`src/rtl/mfm_field_reader.sv`:
```
// MFM field reader: hunts for three 0x4489 syncs, reads the address mark, then
// deserializes the ID or data field with CRC-16-CCITT check and a one-entry output register.
module mfm_field_reader #(
    parameter int          ID_BYTES      = 4,
    parameter int          DATA_BYTES    = 512,
    parameter logic [19:0] TIMEOUT_CELLS = 20'd1000000
) (
    input  logic       clk_50,
    input  logic       reset,
    input  logic       start,
    input  logic       cell_strobe,
    input  logic       cell_bit,
    output logic       busy,
    output logic [7:0] byte_data,
    output logic       byte_valid,
    output logic       byte_last,
    input  logic       byte_ready,
    output logic       done,
    output logic [7:0] mark,
    output logic       crc_ok,
    output logic       timeout,
    output logic       overrun
);
    localparam logic [15:0] SYNC_WORD = 16'h4489;
    localparam logic [15:0] CRC_A1X3  = 16'hCDB4;

    typedef enum logic [2:0] {IDLE, HUNT, SYNC, MARK, PAYLOAD, DONE} state_t;

    state_t      state_q;
    logic [15:0] win_q, win_d;
    logic [1:0]  sync_cnt_q;
    logic [3:0]  cell_cnt_q;
    logic [19:0] tmo_q, tmo_d;
    logic [15:0] crc_q, crc_d;
    logic [7:0]  byte_sh_q, byte_d;
    logic [15:0] rem_q;
    logic [7:0]  byte_data_q, mark_q;
    logic        byte_valid_q, byte_last_q, done_q, crc_ok_q, timeout_q, overrun_q;
    logic        data_cell, last_cell, tmo_hit, crc_fb;

    always_comb begin
        win_d     = {win_q[14:0], cell_bit};
        byte_d    = {byte_sh_q[6:0], cell_bit};
        crc_fb    = crc_q[15] ^ cell_bit;
        crc_d     = {crc_q[14:0], 1'b0} ^ (crc_fb ? 16'h1021 : 16'h0000);
        tmo_d     = tmo_q + 20'd1;
        tmo_hit   = (tmo_d == TIMEOUT_CELLS);
        // Cells alternate clock/data; the 2nd, 4th, ... 16th carry data.
        data_cell = cell_cnt_q[0];
        last_cell = (cell_cnt_q == 4'd15);
    end

    always_ff @(posedge clk_50) begin
        if (reset) begin
            state_q      <= IDLE;
            win_q        <= '0;
            sync_cnt_q   <= '0;
            cell_cnt_q   <= '0;
            tmo_q        <= '0;
            crc_q        <= '0;
            byte_sh_q    <= '0;
            rem_q        <= '0;
            byte_data_q  <= '0;
            byte_valid_q <= 1'b0;
            byte_last_q  <= 1'b0;
            done_q       <= 1'b0;
            mark_q       <= '0;
            crc_ok_q     <= 1'b0;
            timeout_q    <= 1'b0;
            overrun_q    <= 1'b0;
        end else begin
            done_q <= 1'b0;
            if (byte_ready)
                byte_valid_q <= 1'b0;
            if (cell_strobe)
                win_q <= win_d;

            case (state_q)
                IDLE: begin
                    if (start) begin
                        mark_q     <= '0;
                        crc_ok_q   <= 1'b0;
                        timeout_q  <= 1'b0;
                        overrun_q  <= 1'b0;
                        tmo_q      <= '0;
                        sync_cnt_q <= '0;
                        state_q    <= HUNT;
                    end
                end

                HUNT, SYNC, MARK: begin
                    if (cell_strobe) begin
                        tmo_q      <= tmo_d;
                        cell_cnt_q <= cell_cnt_q + 4'd1;
                        if (data_cell) begin
                            byte_sh_q <= byte_d;
                            crc_q     <= crc_d;
                        end
                        // Timeout wins over a sync or mark finishing on this strobe.
                        if (tmo_hit) begin
                            timeout_q <= 1'b1;
                            mark_q    <= '0;
                            done_q    <= 1'b1;
                            state_q   <= DONE;
                        end else if (state_q == HUNT) begin
                            if (win_d == SYNC_WORD) begin
                                sync_cnt_q <= 2'd1;
                                cell_cnt_q <= '0;
                                state_q    <= SYNC;
                            end
                        end else if (state_q == SYNC) begin
                            if (last_cell) begin
                                if (win_d != SYNC_WORD) begin
                                    sync_cnt_q <= '0;
                                    state_q    <= HUNT;
                                end else if (sync_cnt_q == 2'd2) begin
                                    crc_q   <= CRC_A1X3;
                                    state_q <= MARK;
                                end else begin
                                    sync_cnt_q <= sync_cnt_q + 2'd1;
                                end
                            end
                        end else if (last_cell) begin
                            mark_q <= byte_d;
                            if (byte_d == 8'hFE) begin
                                rem_q   <= 16'(ID_BYTES + 2);
                                state_q <= PAYLOAD;
                            end else if (byte_d == 8'hFB) begin
                                rem_q   <= 16'(DATA_BYTES + 2);
                                state_q <= PAYLOAD;
                            end else begin
                                sync_cnt_q <= '0;
                                state_q    <= HUNT;
                            end
                        end
                    end
                end

                PAYLOAD: begin
                    if (cell_strobe) begin
                        cell_cnt_q <= cell_cnt_q + 4'd1;
                        if (data_cell) begin
                            byte_sh_q <= byte_d;
                            crc_q     <= crc_d;
                        end
                        if (last_cell) begin
                            rem_q <= rem_q - 16'd1;
                            // The two trailing CRC bytes are checked but never offered.
                            if (rem_q > 16'd2) begin
                                if (byte_valid_q && !byte_ready)
                                    overrun_q <= 1'b1;
                                byte_data_q  <= byte_d;
                                byte_last_q  <= (rem_q == 16'd3);
                                byte_valid_q <= 1'b1;
                            end
                            if (rem_q == 16'd1) begin
                                crc_ok_q <= (crc_d == 16'h0000);
                                done_q   <= 1'b1;
                                state_q  <= DONE;
                            end
                        end
                    end
                end

                DONE:    state_q <= IDLE;
                default: state_q <= IDLE;
            endcase
        end
    end

    assign busy       = (state_q != IDLE);
    assign byte_data  = byte_data_q;
    assign byte_valid = byte_valid_q;
    assign byte_last  = byte_last_q;
    assign done       = done_q;
    assign mark       = mark_q;
    assign crc_ok     = crc_ok_q;
    assign timeout    = timeout_q;
    assign overrun    = overrun_q;
endmodule

```
`config.mk`:
```
export PLATFORM = sky130hd
export DESIGN_NAME = mfm_field_reader
export DESIGN_NICKNAME = d
export VERILOG_FILES = /design/src/rtl/mfm_field_reader.sv
export SDC_FILE = /design/constraint.sdc
export NUM_CORES = 1
export LEC_CHECK = 0
export ABC_AREA = 1
export ABC_CLOCK_PERIOD_IN_PS = 2550
export BUFFER_PORTS_ARGS = -buffer_cell sky130_fd_sc_hd__buf_2
export CAP_MARGIN = 20
export CORE_MARGIN = 2
export CORE_UTILIZATION = 41
export DETAILED_ROUTE_END_ITERATION = 10
export SYNTH_ARGS = -nofsm -noshare
export SYNTH_HDL_FRONTEND = slang
export SYNTH_SLANG_ARGS = --single-unit
```
`constraint.sdc`:
```
create_clock -name clk_50 -period 2.55 [get_ports clk_50]
set_clock_uncertainty 0.2 [all_clocks]
set_input_delay 0.255 -clock clk_50 [delete_from_list [all_inputs] [get_ports clk_50]]
set_output_delay 0.255 -clock clk_50 [all_outputs]
set_load 0.02 [all_outputs]
```
==> results of run 1 <==
==> kinds of logic after synthesis <==
kind of cell,Yosys count
XOR/XNOR,17
AO/OA/AOI/OAI,156
buffers and inverters,114
adder cells (fa/ha/maj),7
flip-flops,105
AND/OR/NAND/NOR,436
==> layout make-up <==
class                           count  area (sq um)
Clock buffer                       12         246.5
Fill cell                        1366          6689
Tap cell                          176         220.2
Sequential cell                   105          2120
Multi-Input combinational cell    617          3212
Inverter                           86         329.1
Clock inverter                      4         51.30
Timing Repair Buffer               66         480.5
==> power by group <==
group	leakage, nW	switching [mW]	internal, mW
sequential	0.858	0.130	1.79
clock	0.143	0.642	0.792
combinational	1.59	1.31	0.749
==> layout by cell type (no fill, tap or decap), types with 3 or more instances in the layout <==
cell / count
nor3_1: 20
nand3_4: 5
nor2_1: 88
xnor2_1: 6
nor2_2: 14
a21oi_2: 9
a21oi_1: 79
nand3_2: 4
inv_1: 80
dfxtp_1: 95
nand2_1: 190
nand4_1: 26
o21ai_0: 58
buf_12: 3
ha_1: 6
clkbuf_16: 10
nand3b_1: 3
nand2_2: 19
o21ai_1: 3
dfxtp_2: 8
buf_4: 34
nor2_4: 10
nand3_1: 49
inv_2: 3
buf_2: 28
xor2_1: 11
==> per-layer routing <==
layer / GRT usage, % / vias up / part of all wire, % / wire [um]
met5: 0 / - / 0 / 0
met2: 31.99 / 87 / 45 / 6372
met3: 3.759 / 21 / 3.3 / 461
li1: - / 2840 / - / -
met1: 27.42 / 2403 / 50 / 7009
met4: 6.968 / 0 / 2.0 / 278
==> worst paths after layout <==
kind,from,to,cells after the start,slack (ps)
max reg2reg,tmo_q[0],rem_q[15],13,140
min,byte_ready,byte_valid,4,6
max,tmo_q[0],rem_q[15],13,140
min reg2reg,crc_q[15],crc_q[15],2,270
==> sequential cells by signal (all words and copies together) (netlist names) <==
register and flops:
byte_sh_q 7, win_q 15, overrun 1, byte_data 8
crc_q 16, state_q 3, timeout 1, sync_cnt_q 2
byte_valid 1, byte_last 1, crc_ok 1, rem_q 16
done 1, tmo_q 20, cell_cnt_q 4, mark 8
==> timing repair <==
| action | CTS | global route |
|---|---|---|
| cloned | 0 | 2 |
| hold endpoints to repair | 0 | 0 |
| hold buffers | 0 | 0 |
| resized for setup | 1 | 44 |
| pin swaps | 0 | 9 |
| setup endpoints to repair | 3 | 77 |
| buffers inserted | 0 | 10 |
==> Yosys cell counts <==
cell and instances:
nand2_1 193, dfxtp_1 105, nor2_1 100, inv_1 81
a21oi_1 79, o21ai_0 58, nand3_1 52, nand4_1 26
clkbuf_1 22, nor3_1 20, nand2_2 16, xor2_1 11
a21oi_2 9, ha_1 7, nor2_2 6, nor2_4 6
xnor2_1 6, nand3_2 5, inv_2 4, nand3b_1 3
o21ai_1 3, buf_2 2, nand2_4 2, a211oi_1 1
a211oi_2 1, a31oi_1 1, and2_1 1, buf_1 1
buf_4 1, buf_6 1, buf_8 1, clkinv_1 1
nand3_4 1, nor2_8 1, nor3_2 1, nor3b_1 1
nor4_1 1, o21bai_1 1, o22ai_1 1, o311a_1 1
o31ai_1 1, or4_1 1
==> worst max-delay path, cell delays in order, from the launching register on <==
cell	delay [ps]
dfxtp_4	370
ha_4	160
nand3_4	100
nor2_4	180
nand2_1	80
xor2_1	170
nor2_1	140
nand2_2	110
nor2_8	210
nand3_4	110
nand2_4	150
clkbuf_16	170
nand2_1	50
a21oi_1	130
==> stage by stage <==
step / util [%] / cells / area [sq um] / hold slack (ps) / total power, mW
after CTS: 47.78 / 1054 / 6377 / 0.6468 / 5.352
after global placement: 45.49 / 1038 / 6072 / 253.4 / 3.899
after floorplan: - / 835 / 5627 / 236.7 / 3.389
after global routing: 49.89 / 1066 / 6659 / 52.84 / 5.786
after detailed placement: 45.49 / 1038 / 6072 / 258.4 / 3.901
final: 49.89 / 1066 / 6659 / 6.362 / 5.410
==> impl_results.md, run 1 <==
- Clock Sinks: approximately 110
- CP startpoint kind: flop
- GPL Wtd Cong: 0.8541
- Outcome: finished clean
- Nets: 898
- Worst Hold Class: primary input to flop
- Share of cells above drive strength 1: between 15 and 20%
- Detailed Place HPWL: about 9900 um
- Pin count of the biggest net entering global routing: 30
- Max-Cap Viols: 0
- Die Y: approximately 120 um
- Post-route ant nets: 0
- Max H-tree Level: 3
- Synth Area in Simple Gates: 35.51%
- Via Count: 5351
- Critical Path End Type: flop
- Die X: between 100 and 150 um
- Synth Area in XOR/XNOR: 2.646%
- Power Density: 812.5 nW/um^2
- Worst EP arrival: roughly 2500 ps
- Antenna violations before repair: 0
- Area Growth Syn to Fin: 18.35%
- Area share of the largest cell type after synthesis: between 30% and 40%
- Max_slew headroom: roughly 67%
- First-pass detailed-route iteration total: 4
- CTS Buf Count: 9
- Initial cell density of the core: a little over two fifths
- Worst-margin pin slew: 497.8 ps
- Top Ports: 29
- Area leader, netlist: dfxtp_1
- Core Region: around 13000 sq um
- GR Util All Layers: 20.14%
- Period utilization: a little over nine tenths
- TritonCTS clock tree: yes
- Synth Area in Compound Gates: around 15%
- Global route total overflow: 0
- Post-Route WL: 14120 um
- Worst-path clk slew: 70 ps
- Global-route wire length before repair: about 24000 um
- First DRT Iteration DRCs: between 300 and 400
- Mapped Cells: 835
- Routed len/inst: 13.25 um
- Antenna diodes: 0
- Syn. warnings: 0
- Clock latency on the worst-skew pair: 360 ps
- Peak supply drop: 370.3 uV
- Final hold violation count: 0
- Pre-CTS setup slack: 6.706 ps
- CP Class: flop to flop
- Routed vias/inst: between 5 and 6
- Multiplexer share of the synthesized area: 0%
- DRC violations left: 0
- FF+latch count, synth: 105
- Largest family of logic cells by synthesized area: simple AND/OR/NAND/NOR gates
- Fin worst setup slack: 140.3 ps
- Max Freq: 415.0 MHz
- CTS Root Cell: clkbuf_16
- Core Rows: 42
- Ranking of synthesized cells by area: dfxtp_1 (37%), nand2_1 (13%), a21oi_1 (7.0%)
- Mapped Area: 5627 sq um
- Setup_tns: 0 ps
- Required time of the critical path: 2640 ps
- Final Setup Violations: 0
- Post-synthesis average cell area: 6.738 sq um
- Lkg Pwr: 2.594 nW
- Final min period: around 2400 ps
- Post-synthesis sequential area ratio: 37.36%
- Crit-path max FO: 6
- Die ar.: 14680 sq um
- Clk buf depth: 2
- Max-slew violations: 0
- Adder-Cell Fraction of Synth Area: 1.557%
- Net Count, Synth: 848
- Vias in the first global route: 4921
- Port-buffer cells: 28
- Synth unique cells: 42
(Power assumes the default switching activity.)
==> inputs of run 2 (changes only) <==
- ABC_AREA: 1 -> not set
- ABC_CLOCK_PERIOD_IN_PS: 2550 -> 2410
- SKIP_CTS_REPAIR_TIMING: not set -> 1
- clock period: 2.55 -> 2.41 ns (I/O delays scaled with it)
==> impl_results.md, run 2 <==
- GR Util All Layers: about a fifth
- DRC violations left: 0
- Top Ports: 29
- Worst-margin pin slew: 559.0 ps
- Top layer used by detailed routing: met4
- Initial cell density of the core: 42.50%
- Peak supply drop: about 480 uV
- CTS Root Cell: clkbuf_16
- CP Class: flop to flop
- Routed vias/inst: 5.547
- Most common cell after layout, fill and taps aside: buf_4
- Critical Path End Type: flop
- Register area: 2127 sq um
- Area of the multi-input gates: 3068 sq um
- Synth unique cells: 66
- Core Region: 12110 sq um
- Synth async-reset ratio: 0%
- Max Freq: 368.6 MHz
- Crit-path max FO: 5
- Power Density: 635.7 nW/um^2
- Core Rows: 40
- Post-Route WL: 13730 um
- Net Count, Synth: approximately 640
- Commonest cells post-synth: dfxtp_1 (105), nor2_1 (83), nand2_1 (59), a21oi_1 (54), nand3_1 (30)
- Vias in the first global route: 4522
- Crit path cell chain: or4b_4 > mux2i_1 > nand3_1 > a211oi_2 > nand3_2 > a32o_2 > buf_6 > or4_1 > o21ai_1
- Mapped Area: 5147 sq um
- Worst EP arrival: about 2800 ps
- Post-synthesis sequential area ratio: 40.84%
- Syn. warnings: 0
- Net Sw Frac: a little under a third
- Final Setup Violations: slightly above 50
- Fin worst setup slack: -302.7 ps
- Via Count: 4970
- Mapped Cells: 626
- Fill cells: about 1.1k
- Global-route wire length before repair: 21930 um
- Antenna violations before repair: 0
- Final hold violation count: 0
- Violated checks: setup timing
- Die X: about 120 um
- Area share of the largest cell type after synthesis: between 40% and 50%
- Sequential share of power: 42.7%
- TritonCTS clock tree: yes
- Worst-path clk slew: 70 ps
- Max_slew headroom: 62.73%
- Routed len/inst: 15.33 um
- Period utilization: 112.6%
- Lkg Pwr: between 2 and 3 nW
- Comb pwr share: a little over a fifth
- Net Switching: 1.315 mW
- Post-synthesis average cell area: 8.223 sq um
- RSZ-0062 raised after global routing: yes
- Clock Sinks: 105
- Clk buf depth: 2
- Outcome: complete, but fails checks
- Leading registers by flop count: tmo_q x20, crc_q x16, rem_q x16
- Met1 wire length: 6547 um
- Antenna diodes: 0
- Area leader, netlist: dfxtp_1
- Required time of the critical path: between 2000 and 2500 ps
- Pin count of the biggest net entering global routing: 53
- Nets: 736
- Clock latency on the worst-skew pair: 350 ps
- First-pass detailed-route iteration total: 5
- Slowest cell on crit path: or4b_4
- Setup_tns: -7721 ps
- Commonest non-fill, non-tap cells in the layout: buf_4 (95), dfxtp_1 (93), nor2_1 (79), nand2_1 (58), a21oi_1 (50)
- Most numerous cell in the Yosys netlist: dfxtp_1
- Clk network pwr share: between 30% and 40%
- Final min period: between 2000 and 3000 ps
- Worst Hold Class: primary input to flop
- Post-route ant nets: 0
- Post-synth EDFFs: 0
- Area Growth Syn to Fin: 29.92%
- Largest register FFs: 20
- GPL Wtd Cong: 0.8425
- Detailed Place HPWL: 9435 um
- CP startpoint kind: flop
- Min Hold Slack: 21.91 ps
- Die Y: roughly 120 um
- Max-Cap Viols: 0
- Global route total overflow: 0
- Met2 wire length: approximately 6500 um
- Pre-CTS setup slack: -370.8 ps
- First DRT Iteration DRCs: around 370
- FF+latch count, synth: 105
- Port-buffer cells: 28
- Worst path max stage delay: 520 ps
- Die ar.: 13470 sq um
- Metal3 WL: 520 um
- Register bank with the most flops: tmo_q
- Synth Flop Type: dfxtp_1
- CTS Buf Count: 9
- P_int: 2.937 mW
- Share of cells above drive strength 1: 30.77%
- Ranking of synthesized cells by area: dfxtp_1 (41%), nor2_1 (6.1%), a21oi_1 (5.3%)
- Max H-tree Level: 3
- Max-slew violations: 0
run 2: cell types whose count changed in the layout (fill, tap and decap cells not counted), moves of 19 or more:
cell     previous run  this run
nand2_1           190        58
nand4_1            26         7
buf_4              34        95
o21ai_0            58        20
mux2i_1             0        27
nand3_1            49        30
a21oi_1            79        50
inv_1              80        14
run 2: path summary, 6_finish.rpt:
path                            cells after the start  slack (ps)        from          to
worst max-delay path                                9        -300    tmo_q[3]  state_q[1]
worst min-delay path                                4          20  byte_ready  byte_valid
worst max register to register                      9        -300    tmo_q[3]  state_q[1]
worst min register to register                      2         270     overrun     overrun
run 2: logic make-up (layout without fill, tap and decap cells):
family | after synthesis | in the layout | synth area share, %
buffers and inverters | 59 | 160 | 4.740
AO/OA/AOI/OAI | 151 | 151 | 19.47
multiplexers | 27 | 27 | 5.250
adder cells (fa/ha/maj) | 7 | 7 | 1.701
flip-flops | 105 | 105 | 40.84
XOR/XNOR | 7 | 7 | 1.191
AND/OR/NAND/NOR | 270 | 271 | 26.81
run 2: area by class of cell:
type	instances	share of cell area [%]
Inverter	16	0.8980
Timing Repair Buffer	128	13.73
Clock buffer	9	3.368
Sequential cell	105	31.81
Tap cell	168	3.143
Clock inverter	7	1.179
Multi-Input combinational cell	463	45.87
run 2: through the flow:
stage / instance area (sq um) / instances / util [%] / total power, mW
floorplan: 5249 / 626 / - / 2.408
global placement: 6068 / 870 / 50.10 / 2.668
detailed placement: 6068 / 870 / 50.10 / 2.686
CTS: 6372 / 886 / 52.61 / 4.193
global route: 6688 / 896 / 55.22 / 4.446
finish: 6688 / 896 / 55.22 / 4.252
run 2: power by group through the flow:
stage	Clock, mW	Combinational (mW)	Sequential [mW]
after floorplan	0	0.566	1.84
after global placement	0	0.816	1.85
after detailed placement	0	0.832	1.85
after CTS	1.55	0.834	1.81
after global routing	1.61	1.01	1.82
final	1.51	0.929	1.81
run 2: per-layer routing:
metal,track usage (%),up-vias
met5,0,-
met4,5.952,0
met3,4.446,18
met2,32.75,94
met1,27.93,2385
li1,-,2473
run 2: worst max-delay path, delay by kind of cell (launching register included):
family | cells | cell delay [ps]
DFF | 1 | 370
AOI/OAI and AO/OA | 3 | 640
buffers and inverters | 1 | 120
and+or+nand+nor | 4 | 1150
muxes | 1 | 150
